===== config.mk =====
export PLATFORM = sky130hd
export DESIGN_NAME = exception_ctrl
export DESIGN_NICKNAME = d
export VERILOG_FILES = /design/src/rtl/exception_ctrl.sv
export SDC_FILE = /design/constraint.sdc
export NUM_CORES = 1
export LEC_CHECK = 0
export ABC_AREA = 1
export CORE_MARGIN = 3
export CORE_UTILIZATION = 42
export DETAILED_ROUTE_END_ITERATION = 8
export PLACE_DENSITY_LB_ADDON = 0.08
export SETUP_SLACK_MARGIN = 0.4
export SLEW_MARGIN = 20
export SYNTH_ARGS = -nofsm -noshare
export SYNTH_HDL_FRONTEND = slang
export SYNTH_SLANG_ARGS = --single-unit
export TNS_END_PERCENT = 5

===== constraint.sdc =====
create_clock -name clk -period 2.6 [get_ports clk]
set_input_delay 0.65 -clock clk [delete_from_list [all_inputs] [get_ports clk]]
set_output_delay 0.65 -clock clk [all_outputs]
set_load 0.05 [all_outputs]

===== src/rtl/exception_ctrl.sv =====
// MEM-stage exception resolver: detects interrupts/exceptions/eret, issues a one-cycle
// registered flush with redirect PC and CP0 update values, then masks new exceptions while draining.
module exception_ctrl #(
  parameter logic [31:0] EXC_VECTOR   = 32'h0000_0020,
  parameter int unsigned DRAIN_CYCLES = 2
) (
  input  logic        clk,
  input  logic        rst,
  input  logic        mem_valid_i,
  input  logic [31:0] mem_pc_i,
  input  logic [31:0] mem_excepttype_i,
  input  logic        mem_in_delayslot_i,
  input  logic [31:0] cp0_status_i,
  input  logic [31:0] cp0_cause_i,
  input  logic [31:0] cp0_epc_i,
  input  logic        wb_cp0_we_i,
  input  logic [4:0]  wb_cp0_waddr_i,
  input  logic [31:0] wb_cp0_wdata_i,
  output logic        flush_o,
  output logic [31:0] new_pc_o,
  output logic [31:0] excepttype_o,
  output logic        cp0_exc_we_o,
  output logic [31:0] cp0_epc_o,
  output logic [31:0] cp0_cause_o,
  output logic [31:0] cp0_status_o
);

  localparam logic [4:0] CP0_STATUS = 5'd12;
  localparam logic [4:0] CP0_CAUSE  = 5'd13;
  localparam logic [4:0] CP0_EPC    = 5'd14;
  localparam logic [2:0] DRAIN_LAST = 3'(DRAIN_CYCLES - 1);

  typedef enum logic [1:0] {
    StIdle,
    StFlush,
    StDrain
  } state_e;

  state_e      r_state;
  state_e      w_state_d;
  logic [2:0]  r_drain_cnt;
  logic [2:0]  w_drain_cnt_d;

  logic [31:0] w_eff_status;
  logic [31:0] w_eff_cause;
  logic [31:0] w_eff_epc;
  logic        w_int_pending;
  logic [31:0] w_code;
  logic [4:0]  w_exccode;
  logic        w_is_eret;
  logic        w_detect;
  logic [31:0] w_npc_val;
  logic [31:0] w_epc_val;
  logic [31:0] w_cause_val;
  logic [31:0] w_status_val;

  logic        r_flush;
  logic        r_exc_we;
  logic [31:0] r_new_pc;
  logic [31:0] r_excepttype;
  logic [31:0] r_epc;
  logic [31:0] r_cause;
  logic [31:0] r_status;

  logic        w_unused_exc;
  assign w_unused_exc = ^{mem_excepttype_i[31:13], mem_excepttype_i[7:0]};

  // Forward a same-cycle WB write; only the software-writable cause bits are taken.
  always_comb begin
    w_eff_status = cp0_status_i;
    w_eff_cause  = cp0_cause_i;
    w_eff_epc    = cp0_epc_i;
    if (wb_cp0_we_i) begin
      if (wb_cp0_waddr_i == CP0_STATUS) w_eff_status = wb_cp0_wdata_i;
      if (wb_cp0_waddr_i == CP0_EPC)    w_eff_epc    = wb_cp0_wdata_i;
      if (wb_cp0_waddr_i == CP0_CAUSE) begin
        w_eff_cause[9:8] = wb_cp0_wdata_i[9:8];
        w_eff_cause[22]  = wb_cp0_wdata_i[22];
        w_eff_cause[23]  = wb_cp0_wdata_i[23];
      end
    end
  end

  assign w_int_pending = ((w_eff_cause[15:8] & w_eff_status[15:8]) != 8'h00) &&
                         !w_eff_status[1] && w_eff_status[0];

  always_comb begin
    w_code    = 32'd0;
    w_exccode = 5'd0;
    if (w_int_pending) begin
      w_code    = 32'd1;
      w_exccode = 5'd0;
    end else if (mem_excepttype_i[8]) begin
      w_code    = 32'd8;
      w_exccode = 5'd8;
    end else if (mem_excepttype_i[9]) begin
      w_code    = 32'd10;
      w_exccode = 5'd10;
    end else if (mem_excepttype_i[10]) begin
      w_code    = 32'd13;
      w_exccode = 5'd13;
    end else if (mem_excepttype_i[11]) begin
      w_code    = 32'd12;
      w_exccode = 5'd12;
    end else if (mem_excepttype_i[12]) begin
      w_code    = 32'd14;
      w_exccode = 5'd14;
    end
  end

  assign w_is_eret = (w_code == 32'd14);
  assign w_detect  = (r_state == StIdle) && mem_valid_i && (w_code != 32'd0);

  // With EXL already set, a nested exception keeps the original EPC and BD bit.
  always_comb begin
    w_npc_val    = EXC_VECTOR;
    w_epc_val    = w_eff_epc;
    w_cause_val  = w_eff_cause;
    w_status_val = w_eff_status;
    if (w_is_eret) begin
      w_npc_val       = w_eff_epc;
      w_status_val[1] = 1'b0;
    end else begin
      w_status_val[1]  = 1'b1;
      w_cause_val[6:2] = w_exccode;
      if (!w_eff_status[1]) begin
        w_epc_val       = mem_in_delayslot_i ? (mem_pc_i - 32'd4) : mem_pc_i;
        w_cause_val[31] = mem_in_delayslot_i;
      end
    end
  end

  always_ff @(posedge clk) begin
    if (rst) begin
      r_state     <= StIdle;
      r_drain_cnt <= 3'd0;
    end else begin
      r_state     <= w_state_d;
      r_drain_cnt <= w_drain_cnt_d;
    end
  end

  always_comb begin
    w_state_d     = r_state;
    w_drain_cnt_d = r_drain_cnt;
    unique case (r_state)
      StIdle: begin
        if (w_detect) w_state_d = StFlush;
      end
      StFlush: begin
        w_state_d     = StDrain;
        w_drain_cnt_d = DRAIN_LAST;
      end
      StDrain: begin
        if (r_drain_cnt == 3'd0) begin
          w_state_d = StIdle;
        end else begin
          w_drain_cnt_d = r_drain_cnt - 3'd1;
        end
      end
      default: begin
        w_state_d     = StIdle;
        w_drain_cnt_d = 3'd0;
      end
    endcase
  end

  always_ff @(posedge clk) begin
    if (rst) begin
      r_flush      <= 1'b0;
      r_exc_we     <= 1'b0;
      r_excepttype <= 32'd0;
      r_new_pc     <= 32'd0;
      r_epc        <= 32'd0;
      r_cause      <= 32'd0;
      r_status     <= 32'd0;
    end else if (w_detect) begin
      r_flush      <= 1'b1;
      r_exc_we     <= 1'b1;
      r_excepttype <= w_code;
      r_new_pc     <= w_npc_val;
      r_epc        <= w_epc_val;
      r_cause      <= w_cause_val;
      r_status     <= w_status_val;
    end else begin
      r_flush      <= 1'b0;
      r_exc_we     <= 1'b0;
      r_excepttype <= 32'd0;
    end
  end

  assign flush_o      = r_flush;
  assign cp0_exc_we_o = r_exc_we;
  assign excepttype_o = r_excepttype;
  assign new_pc_o     = r_new_pc;
  assign cp0_epc_o    = r_epc;
  assign cp0_cause_o  = r_cause;
  assign cp0_status_o = r_status;

endmodule


* Word-level counts from Yosys, hierarchy flattened
Index checks and enable logic that the tools add are counted.
** Word-level totals
- Flip-flop bits (word level) :: 166
- Input bits :: 202
- Output and inout bits :: 162
** Operators by class
- $add $sub $neg :: 2
- Eq/ne operators :: 9
- Multiplexer cells :: 34
- Bitwise operators :: 3
- Reductions and logical operators :: 12
** Operators by type and width (count)
- $mux 32 :: 8
- $mux 4 :: 12
- $eq 32x4->1 const B :: 1
- $reduce_bool 32->1 :: 1
- $sub 32x3->32 const B :: 1
- $eq 5x4->1 const B :: 3
- $mux 2 :: 6
- $pmux 3 s3 :: 1
- $and 8x8->8 :: 1
- $reduce_bool 8->1 :: 1
- $ne 2x2->1 const B :: 3
- $pmux 2 s3 :: 1
- $mux 5 :: 1
- $logic_and 1x1->1 :: 4
- $mux 1 :: 4
- $reduce_and 2->1 :: 2
- $logic_not 3->1 :: 1
- $mux 3 :: 1
- $sub 3x1->3 const B :: 1
- $eq 2x1->1 const B :: 1
- $eq 2x2->1 const B :: 1
- $logic_not 2->1 :: 1
- $not 1->1 :: 2
- $reduce_or 2->1 :: 1
- $logic_not 1->1 :: 1

* Longest topological paths before layout
Gate-level depths: netlist of the first run.
- Depth after elaboration :: 12
- Depth in mapped cells :: 20

* Least setup slack after synthesis of the first run
No wires, ideal clock.
- Path kind :: input to register
- Start point :: input port wb_cp0_we_i
- End point :: register r_cause[0] (netlist: cp0_cause_o[0])
- Setup time :: 0.116 ns
- Arrival time :: 2.263 ns
- Required time :: 2.484 ns
- Setup slack :: 0.221 ns
- Cell stages on the path :: 15
- Path through :: inv_1 -> nor2_4 -> nand3_2 -> buf_6 -> o21ai_2 -> nor2_1 -> nand2_2 -> nand3_1 -> nand2_2 -> buf_6 -> inv_2 -> buf_6 -> buf_2 -> nor2_1 -> nor2_1
** On the way
- Cells in the longest elaborated chain, start to end :: 8
- Elaborated cells on any way between the ends :: 10
- Classes of those cells :: mux (3); bitwise (1); reduce/logical (6)
** Ends and longest elaborated chain
- start: declaration :: line 16 : input logic wb_cp0_we_i,
- $mux 2 / $mux 32 (equally long branches) :: line 73 : if (wb_cp0_we_i) begin
- $and 8x8->8 :: line 84 : assign w_int_pending = ((w_eff_cause[15:8] & w_eff_status[15:8]) != 8'h00) &&
- $reduce_bool 8->1 :: line 84
- $logic_and 1x1->1 :: line 84
- $logic_and 1x1->1 (*) :: line 85 : !w_eff_status[1] && w_eff_status[0];
- $mux 4 (*) :: line 90 : if (w_int_pending) begin
- $reduce_bool 32->1 (*) :: line 112 : assign w_detect = (r_state == StIdle) && mem_valid_i && (w_code != 32'd0);
- $logic_and 1x1->1 (*) :: line 112
- end signal: assignment :: line 183 : r_cause <= w_cause_val;
- end: declaration :: line 62 : logic [31:0] r_cause;
Mark *: on every way between the ends. The rest lies on a longest branch, timed or not.
A chain may end at the register's enable or synchronous reset.

* Final worst setup path of the first run
- Start point :: input port mem_excepttype_i[9]
- End point :: register r_new_pc[11] (netlist: new_pc_o[11])
** On the way
- Cells in the longest elaborated chain, start to end :: 5
- Elaborated cells on any way between the ends :: 7
- Classes of those cells :: eq/ne (1); mux (4); reduce/logical (2)
** Ends and longest elaborated chain
- start: declaration :: line 11 : input logic [31:0] mem_excepttype_i,
- $mux 4 (*) :: line 96 : end else if (mem_excepttype_i[9]) begin
- $mux 4 (*) :: line 93 : end else if (mem_excepttype_i[8]) begin
- $mux 4 (*) :: line 90
- $eq 32x4->1 / $reduce_bool 32->1 (equally long branches) :: line 111, 112
- $mux 32 / $logic_and 1x1->1 (equally long branches) :: line 120, 112
- end signal: assignment :: line 181 : r_new_pc <= w_npc_val;
- end: declaration :: line 59 : logic [31:0] r_new_pc;
Marked as above.

==> impl_metrics.py, run 1 <==
metrics = {
    "grt": {
        "grt_pass1_vias": 8794,
        "overflow": 0,
        "antenna_found_initial": 2,
        "grt_max_degree": 76,
        "track_usage_pct": 31.1,
        "grt_pass1_wl_um": 48200,
    },
    "sta": {
        "setup_viol": 0,
        "skew_ns": 0.00772,
        "slew_headroom_pct": 36.0,
        "grt_setup_unrepaired": "true",
        "post-route-period-util_pct": 88.8,
        "hold_violations": 0,
        "fin_ws_ns": 0.291,
        "timing.fmax_mhz": 433,
        "post-route-min-period_ns": 2.31,
        "finalMaxSlewViolations": 0,
        "worst_pin_slew_ns": 0.960,
    },
    "floorplan": {
        "ios": 364,
        "dieArea_um2": 19700,
        "core_area_um2": 17500,
        "core.rowCount": 48,
        "die_x_um": 140,
        "die_y_um": 140,
        "start_util_pct": 43.3,
    },
    "place": {
        "gp_congestion": 0.918,
        "dp_cells": 1770,
        "place_area_um2": 11500,
        "dp_hpwl_um": 22600,
        "place_ws_ns": -0.539,
        "io_buffers": 308,
    },
    "yosys": {
        "synth_warnings": 0,
        "syn_area_um2": 7580,
        "synthTopCellsByArea": "dfxtp_1, nand2_1, nor2_1",
        "ys_seq_elements": 138,
        "synth_top_area_cell": "dfxtp_1",
        "synthCells": 1199,
        "syn_area_per_cell_um2": 6.32,
        "seq_area_frac_synth_pct": 36.5,
        "synth_top_area_share_pct": 36.5,
        "ys_types": 34,
    },
    "clock_tree": {
        "cts-root-buf": "clkbuf_16",
        "cts_hold_buf": 0,
        "cts_tree": "built",
        "clock_path_buffers": 2,
        "htreeDepth": 4,
        "numClockSinks": 138,
        "clk_pin_slew_ns": 0.06,
        "insertion_delay_ns": 0.42,
        "numCtsBuffers": 17,
    },
    "routing": {
        "drt-total-wl_um": 32300,
        "ant_nets": 0,
        "drtIter0Drc": 636,
        "firstDrtPassIters": 6,
        "drc": 0,
        "routed-via-count": 9266,
        "wire_per_inst_um": 17.4,
        "drt-vias-per-instance": 4.99,
    },
    "layout": {
        "drive_gt1_share_pct": 18.0,
        "fillers": 1413,
        "syn2layout_area_growth_pct": 74.4,
        "fin_cells": 1856,
        "postLayoutCoreUtil_pct": 75.6,
        "nNetsFinal": 1824,
        "finish.instance_area_um2": 13200,
    },
    "power": {
        "power_mw": 10.0,
        "power.leakage_nw": 5.99,
        "ir_worst_vdd_mv": 0.599,
        "p_per_area_nw_per_um2": 760,
    },
    "setup_path": {
        "critPathKind": "in2reg",
        "start_kind": "input port",
        "crit_path_end_kind": "flip-flop",
        "cp.required_ns": 2.95,
        "cp_max_fo": 8,
        "cp.arrival_ns": 2.65,
    },
    "run_status": {
        "status": "finished clean",
    },
    "flow_run": {
        "drv_cap": 0,
    },
    "worst_hold_path": {
        "holdCritPathClass": "reg2reg",
    },
}
layer usage:
layer	share of wire (%)	track usage [%]
met1	39	37.0
met2	50	55.0
met3	8.4	7.58
met4	2.7	9.74
met5	0	0
cells by family after synthesis:
group	share of synthesized area, %
mux	0.297
xor+xnor	2.77
compound gates	11.4
buf+inv	12.5
other cells	0.0495
simple gates	35.3
flops	36.5
fa+ha+maj	1.16
sequential cells by signal (all words and copies together) (netlist names):
| register | flops |
|---|---|
| cp0_epc_o | 32 |
| cp0_status_o | 32 |
| r_drain_cnt | 3 |
| excepttype_o | 4 |
| new_pc_o | 32 |
| r_state | 2 |
| cp0_exc_we_o | 1 |
| cp0_cause_o | 32 |
where the power goes:
part	switching (mW)	total (mW)	leakage [nW]	internal, mW
sequential	0.220	2.74	1.13	2.52
clock	0.986	2.43	0.270	1.45
combinational	3.04	4.86	4.59	1.82
total	4.24	10.0	5.99	5.80
stage by stage:
| step | hold slack [ns] | TNS [ns] |
|---|---|---|
| after floorplan | 0.456 | 0 |
| after global placement | 0.451 | -55.88 |
| after detailed placement | 0.454 | -56.36 |
| after CTS | 0.462 | 0 |
| after global routing | 0.479 | 0 |
| final | 0.465 | 0 |
worst max-delay path, stage by stage:
cell and delay, ns:
clkdlybuf4s50_1 0.42, nor2_1 0.21, inv_1 0.11, nor2_1 0.27
nand3_4 0.11, buf_6 0.15, nor2_4 0.16, buf_6 0.12
buf_6 0.10, buf_16 0.14, nand2_4 0.05, a21oi_2 0.15
cells in the final DEF, fill, tap and decap left out, types with 5 or more instances in the layout:
master and instances:
nand4_1 19, inv_2 8, nor2_4 7, nor2_2 14, nand2_1 285, nand3_2 9, buf_6 18, xor2_1 15
clkinvlp_4 6, dlymetal6s2s_1 8, nand3_1 71, inv_1 96, clkdlybuf4s50_1 285, buf_16 12, dfxtp_1 138, conb_1 28
nand2_4 16, nand2_2 11, dlygate4sd2_1 8, nor3_1 7, and2_1 8, a21oi_1 38, nor2_1 194, xnor2_1 8
ha_1 6, o21ai_0 109, buf_4 113, buf_12 14, clkbuf_16 19, a21oi_2 16, o21ai_1 5
area by class of cell:
type / count / area (um^2) / share of cell area (%)
Antenna cell: 3 / 7.51 / 0.0568
Inverter: 108 / 427 / 3.23
Clock buffer: 20 / 447 / 3.38
Multi-Input combinational cell: 886 / 4380 / 33.2
Sequential cell: 138 / 2760 / 20.9
Clock inverter: 12 / 141 / 1.07
Timing Repair Buffer: 464 / 4760 / 36.1
Tap cell: 225 / 282 / 2.13
path summary, 6_finish.rpt:
path / depth (start not counted) / slack (ns) / from / endpoint
setup reg to reg: 12 / 0.74 / r_state[0] / new_pc_o[11]
hold / removal: 2 / 0.47 / cp0_status_o[31] / cp0_status_o[31]
setup / recovery: 12 / 0.29 / mem_excepttype_i[9] / new_pc_o[11]
hold reg to reg: 2 / 0.47 / cp0_status_o[31] / cp0_status_o[31]
Yosys cell counts:
master and count:
a21oi_1 54, and2_1 8, buf_1 1, buf_2 23
buf_4 34, buf_6 4, clkbuf_1 31, clkbuf_2 1
clkinv_1 1, conb_1 1, dfxtp_1 138, ha_1 7
inv_1 106, inv_2 1, mux2_2 2, nand2_1 311
nand2_2 2, nand3_1 82, nand3_2 1, nand3b_1 2
nand4_1 19, nor2_1 213, nor2_2 1, nor2_4 1
nor3_1 10, nor3b_1 1, o21ai_0 111, o21ai_1 3
o21ai_2 1, o21bai_1 1, o311ai_0 1, or2_2 3
xnor2_1 9, xor2_1 15
repair_timing:
item | 4_1_cts | 5_1_grt
gates cloned | 12 | 2
resized for setup | 122 | 70
hold endpoints to repair | 0 | 0
pin swaps | 28 | 37
buffers inserted | 30 | 7
setup endpoints to repair | 263 | 265
(Power assumes the default switching activity.)
==> run 2, diff against run 1 <==
Settings changed: CELL_PAD_IN_SITES_DETAIL_PLACEMENT from default to 0, CELL_PAD_IN_SITES_GLOBAL_PLACEMENT from default to 1, CORE_UTILIZATION 42 to 27, PLACE_DENSITY_LB_ADDON 0.08 to 0.1.
==> run 2 against run 1 <==
  * Wire length increased by 5.0%
  * Global-route usage fell by 9.7 points
  * Flip-flop and latch count stayed put
  * Critical path type unchanged
==> impl_metrics.py, run 2 (same netlist as run 1, synthesis figures left out) <==
metrics = {
    "sta": {
        "post-route-min-period_ns": 2.33,
        "setup_viol": 0,
        "slew_headroom_pct": 33.5,
        "hold_violations": 0,
        "post-route-period-util_pct": 89.5,
        "worst_pin_slew_ns": 0.997,
        "timing.fmax_mhz": 430,
        "skew_ns": 0.0101,
        "grt_setup_unrepaired": "true",
        "finalMaxSlewViolations": 0,
    },
    "setup_path": {
        "start_kind": "input port",
        "cp.arrival_ns": 2.58,
        "cp_max_fo": 7,
        "critPathKind": "in2reg",
        "crit_path_end_kind": "flip-flop",
        "cp.required_ns": 2.85,
    },
    "floorplan": {
        "start_util_pct": 27.8,
        "core_area_um2": 27300,
        "die_x_um": 174,
        "die_y_um": 174,
        "dieArea_um2": 30100,
        "core.rowCount": 60,
        "ios": 364,
    },
    "routing": {
        "drt-vias-per-instance": 4.47,
        "drtIter0Drc": 418,
        "routed-via-count": 9091,
        "wl_met3_um": 1500,
        "wl_met2_um": 16300,
        "wire_per_inst_um": 16.6,
        "ant_nets": 0,
        "drt-total-wl_um": 33900,
        "dr.max_layer_used": "met5",
        "met1_length_um": 15400,
        "drc": 0,
        "firstDrtPassIters": 5,
    },
    "place": {
        "gp_congestion": 0.846,
        "dp_cells": 1945,
        "place_area_um2": 11900,
        "io_buffers": 308,
        "dp_hpwl_um": 25200,
    },
    "flow_run": {
        "drv_cap": 0,
    },
    "clock_tree": {
        "numCtsBuffers": 17,
        "clock_path_buffers": 2,
        "insertion_delay_ns": 0.41,
        "cts_hold_buf": 0,
        "htreeDepth": 4,
        "cts_tree": "built",
        "clk_pin_slew_ns": 0.06,
        "numClockSinks": 138,
        "cts-root-buf": "clkbuf_16",
    },
    "grt": {
        "overflow": 0,
        "grt_pass1_wl_um": 50300,
        "grt_pass1_vias": 8616,
        "antenna_found_initial": 3,
        "track_usage_pct": 21.4,
        "grt_max_degree": 76,
    },
    "layout": {
        "seq_area_um2": 2760,
        "fillers": 2820,
        "postLayoutCoreUtil_pct": 49.5,
        "finish.instance_area_um2": 13500,
        "nNetsFinal": 1858,
        "layout_commonest_cell": "clkdlybuf4s50_1",
        "fin_cells": 2036,
        "syn2layout_area_growth_pct": 78.2,
        "drive_gt1_share_pct": 19.9,
        "final_cell_mix": "clkdlybuf4s50_1, nand2_1, nor2_1",
        "multiInputGateArea_um2": 4370,
    },
    "power": {
        "p_per_area_nw_per_um2": 759,
        "ir_worst_vdd_mv": 0.445,
        "power.leakage_nw": 6.12,
        "power_mw": 10.2,
    },
    "worst_hold_path": {
        "holdCritPathClass": "reg2reg",
    },
    "run_status": {
        "status": "finished clean",
    },
}
[run 2: worst max-delay path, cell delays in order]
cell	delay [ns]
buf_2	0.12
nor2_4	0.19
buf_6	0.15
nand4_1	0.16
nand3_1	0.12
nand2_1	0.08
nor2_2	0.14
nand2_2	0.10
nand2_4	0.10
nand3_4	0.09
nand2_8	0.11
buf_6	0.11
nor2_4	0.04
buf_6	0.13
clkbuf_16	0.16
nand2_2	0.05
a21oi_1	0.05
[run 2: repair_timing]
item | CTS | global route
pin swaps | 35 | 32
gates resized for setup | 88 | 86
endpoints found under the setup margin | 268 | 265
setup buffers | 44 | 3
cloned | 5 | 5
[run 2: worst paths after layout]
| path | from | to | slack [ns] | cells past startpoint |
|---|---|---|---|---|
| worst min-delay path | cp0_status_o[25] | cp0_status_o[25] | 0.46 | 2 |
| worst max-delay path | wb_cp0_waddr_i[0] | new_pc_o[31] | 0.27 | 17 |
| worst min register to register | cp0_status_o[25] | cp0_status_o[25] | 0.46 | 2 |
| worst max register to register | r_state[0] | new_pc_o[26] | 0.78 | 11 |
[run 2: through the flow]
step | TNS, ns | setup WS, ns | hold slack, ns
final | 0 | 0.274 | 0.462
after global routing | 0 | 0.194 | 0.477
after CTS | 0 | 0.258 | 0.460
after detailed placement | -83.95 | -0.725 | 0.453
after global placement | -78.59 | -0.661 | 0.451
after floorplan | 0 | 0.297 | 0.456
[run 2: layout make-up]
| cell class | instances | share of cell area (%) |
|---|---|---|
| well taps | 372 | 3.45 |
| inverters | 108 | 3.10 |
| clock inverters | 15 | 1.60 |
| clock buffers | 17 | 3.15 |
| repair buffers | 497 | 35.8 |
| flip-flops and latches | 138 | 20.5 |
| multi-input cells | 887 | 32.4 |
| diodes | 2 | 0.0371 |
[run 2: where the power goes]
group	total [mW]	switching, mW	internal [mW]
Clock	2.70	1.07	1.63
Sequential	2.75	0.231	2.52
Combinational	4.79	2.98	1.80
[run 2: routing by layer]
layer | GRT usage (%) | up-vias
li1 | - | 4637
met1 | 27.6 | 4159
met2 | 36.4 | 258
met3 | 3.53 | 35
met4 | 6.66 | 2
met5 | 0 | -
==> run 3, diff against run 2 <==
Settings changed: CAP_MARGIN from default to 20, RECOVER_POWER from default to 25.
==> run 3 against run 2 <==
  * Worst setup slack lost 0.049 ns
  * Critical path depth is the same
  * First-iteration DRC count shrank 2.9%
  * Final area shrank 0.12%
  * Core utilization shrank 0.060 points
  * Count of clock-buffer cells in the layout is the same
  * Non-clock buffer count is the same
  * Via count grew 0.18%
  * Sequential share of layout area is essentially flat
  * Global-route usage is the same
  * Highest routed layer unchanged
==> impl_metrics.py, run 3 (same netlist as run 1, synthesis figures left out) <==
metrics = {
    "routing": {
        "drt-total-wl_um": 33800,
        "drt-vias-per-instance": 4.47,
        "drtIter0Drc": 406,
        "firstDrtPassIters": 5,
        "ant_nets": 0,
        "wire_per_inst_um": 16.6,
        "drc": 0,
        "routed-via-count": 9107,
    },
    "sta": {
        "post-route-min-period_ns": 2.37,
        "hold_violations": 0,
        "worst_pin_slew_ns": 0.999,
        "setup_viol": 0,
        "grt_setup_unrepaired": "true",
        "slew_headroom_pct": 33.4,
        "skew_ns": 0.0105,
        "finalMaxSlewViolations": 0,
        "post-route-period-util_pct": 91.3,
        "holdWs_ns": 0.459,
        "timing.fmax_mhz": 421,
    },
    "floorplan": {
        "core.rowCount": 60,
        "start_util_pct": 27.8,
        "core_area_um2": 27300,
        "ios": 364,
        "dieArea_um2": 30100,
        "die_y_um": 174,
        "die_x_um": 174,
    },
    "power": {
        "power.leakage_nw": 6.22,
        "p_per_area_nw_per_um2": 756,
        "ir_worst_vdd_mv": 0.447,
    },
    "clock_tree": {
        "cts-root-buf": "clkbuf_16",
        "insertion_delay_ns": 0.42,
        "numClockSinks": 138,
        "cts_tree": "built",
        "htreeDepth": 4,
        "numCtsBuffers": 17,
        "clock_path_buffers": 2,
        "clk_pin_slew_ns": 0.06,
    },
    "place": {
        "gp_congestion": 0.846,
        "dp_hpwl_um": 25200,
        "dp_cells": 1945,
        "io_buffers": 308,
    },
    "grt": {
        "antenna_found_initial": 3,
        "track_usage_pct": 21.4,
        "grt_pass1_vias": 8616,
        "overflow": 0,
        "grt_pass1_wl_um": 50300,
        "grt_max_degree": 76,
    },
    "layout": {
        "fin_cells": 2036,
        "fillers": 2826,
        "syn2layout_area_growth_pct": 78.0,
        "final_cell_mix": "nand2_1, clkdlybuf4s50_1, nor2_1",
        "nNetsFinal": 1858,
        "drive_gt1_share_pct": 19.6,
        "layout_commonest_cell": "nand2_1",
    },
    "setup_path": {
        "crit_buf_inv": 5,
        "cp_max_fo": 7,
        "crit_path_end_kind": "flip-flop",
        "cp.arrival_ns": 2.63,
        "crit_chain": "buf_2, nor2_4, buf_6, nand4_1, nand3_1, nand2_1, nor2_1, nand2_1, nand2_4, nand3_4, nand2_8, buf_6, nor2_4, buf_6, clkbuf_16, nand2_2, a21oi_1",
        "critPathKind": "in2reg",
        "crit_family": "simple AND/OR/NAND/NOR gates",
        "crit_top_cell": "buf_6",
        "cpPeakStageDelay_ns": 0.19,
        "start_kind": "input port",
        "cp_slowest_cell": "nor2_4",
        "cp.required_ns": 2.85,
    },
    "run_status": {
        "status": "finished clean",
    },
    "worst_hold_path": {
        "holdCritPathClass": "reg2reg",
    },
    "flow_run": {
        "drv_cap": 0,
    },
}
[run 3: cell count changes in the layout (fill, tap and decap cells not counted), sizes merged]
cell           previous run  this run
buf                     191       187
clkbuf                   22        26
dlygate4sd3               0        41
clkdlybuf4s50           289       248
[run 3: path summary, 6_finish.rpt]
kind,from,end,slack (ns),depth (start not counted)
min reg2reg,new_pc_o[22],new_pc_o[22],0.46,2
max reg2reg,r_state[0],new_pc_o[26],0.78,11
min,new_pc_o[22],new_pc_o[22],0.46,2
max,wb_cp0_waddr_i[0],new_pc_o[31],0.23,17
[run 3: routing by layer]
layer | track usage [%] | up-vias | part of all wire [%]
met3 | 3.53 | 36 | 4.5
met4 | 6.66 | 2 | 2.0
met5 | 0 | - | 0.030
li1 | - | 4636 | -
met1 | 27.6 | 4171 | 45
met2 | 36.4 | 262 | 48
[run 3: area by class of cell]
cell class | count | area [um^2] | share of cell area [%]
timing repair buffer | 497 | 4830 | 35.8
multi-input combinational | 887 | 4360 | 32.4
sequential | 138 | 2760 | 20.5
tap | 372 | 465 | 3.45
clock buffer | 17 | 425 | 3.15
inverter | 108 | 418 | 3.10
clock inverter | 15 | 216 | 1.61
antenna | 2 | 5.00 | 0.0371
[run 3: worst register-to-register path, cell delays in order (launching register included)]
cell	delay [ns]
dfxtp_1	0.34
inv_1	0.12
ha_1	0.24
nand2_1	0.07
inv_1	0.16
nand2_8	0.09
buf_6	0.13
nor2_4	0.13
buf_6	0.15
buf_16	0.16
nand2_2	0.07
a21oi_2	0.10
[run 3: metrics by stage]
stage | total power, mW | setup WS [ns] | cell area (um^2) | utilization, % | TNS [ns]
2_1_floorplan | 5.61 | 0.297 | 7710 | - | 0
3_3_place_gp | 7.27 | -0.661 | 11900 | 43.5 | -78.59
3_5_place_dp | 7.29 | -0.725 | 11900 | 43.5 | -83.95
4_1_cts | 10.1 | 0.258 | 13100 | 47.9 | 0
5_1_grt | 10.8 | 0.119 | 13500 | 49.5 | 0
6_report | 10.2 | 0.226 | 13500 | 49.5 | 0
[run 3: what timing repair did]
item | in CTS | in global routing
setup endpoints to repair | 268 | 265
resized for setup | 88 | 86
hold buffers | 0 | 0
setup buffers | 44 | 3
pin swaps | 35 | 32
cloned | 5 | 5
[run 3: where the power goes]
group,internal [mW],switching (mW),total [mW]
clock,1.63,1.07,2.70
combinational,1.76,2.98,4.74
sequential,2.52,0.225,2.75
total,5.91,4.28,10.2
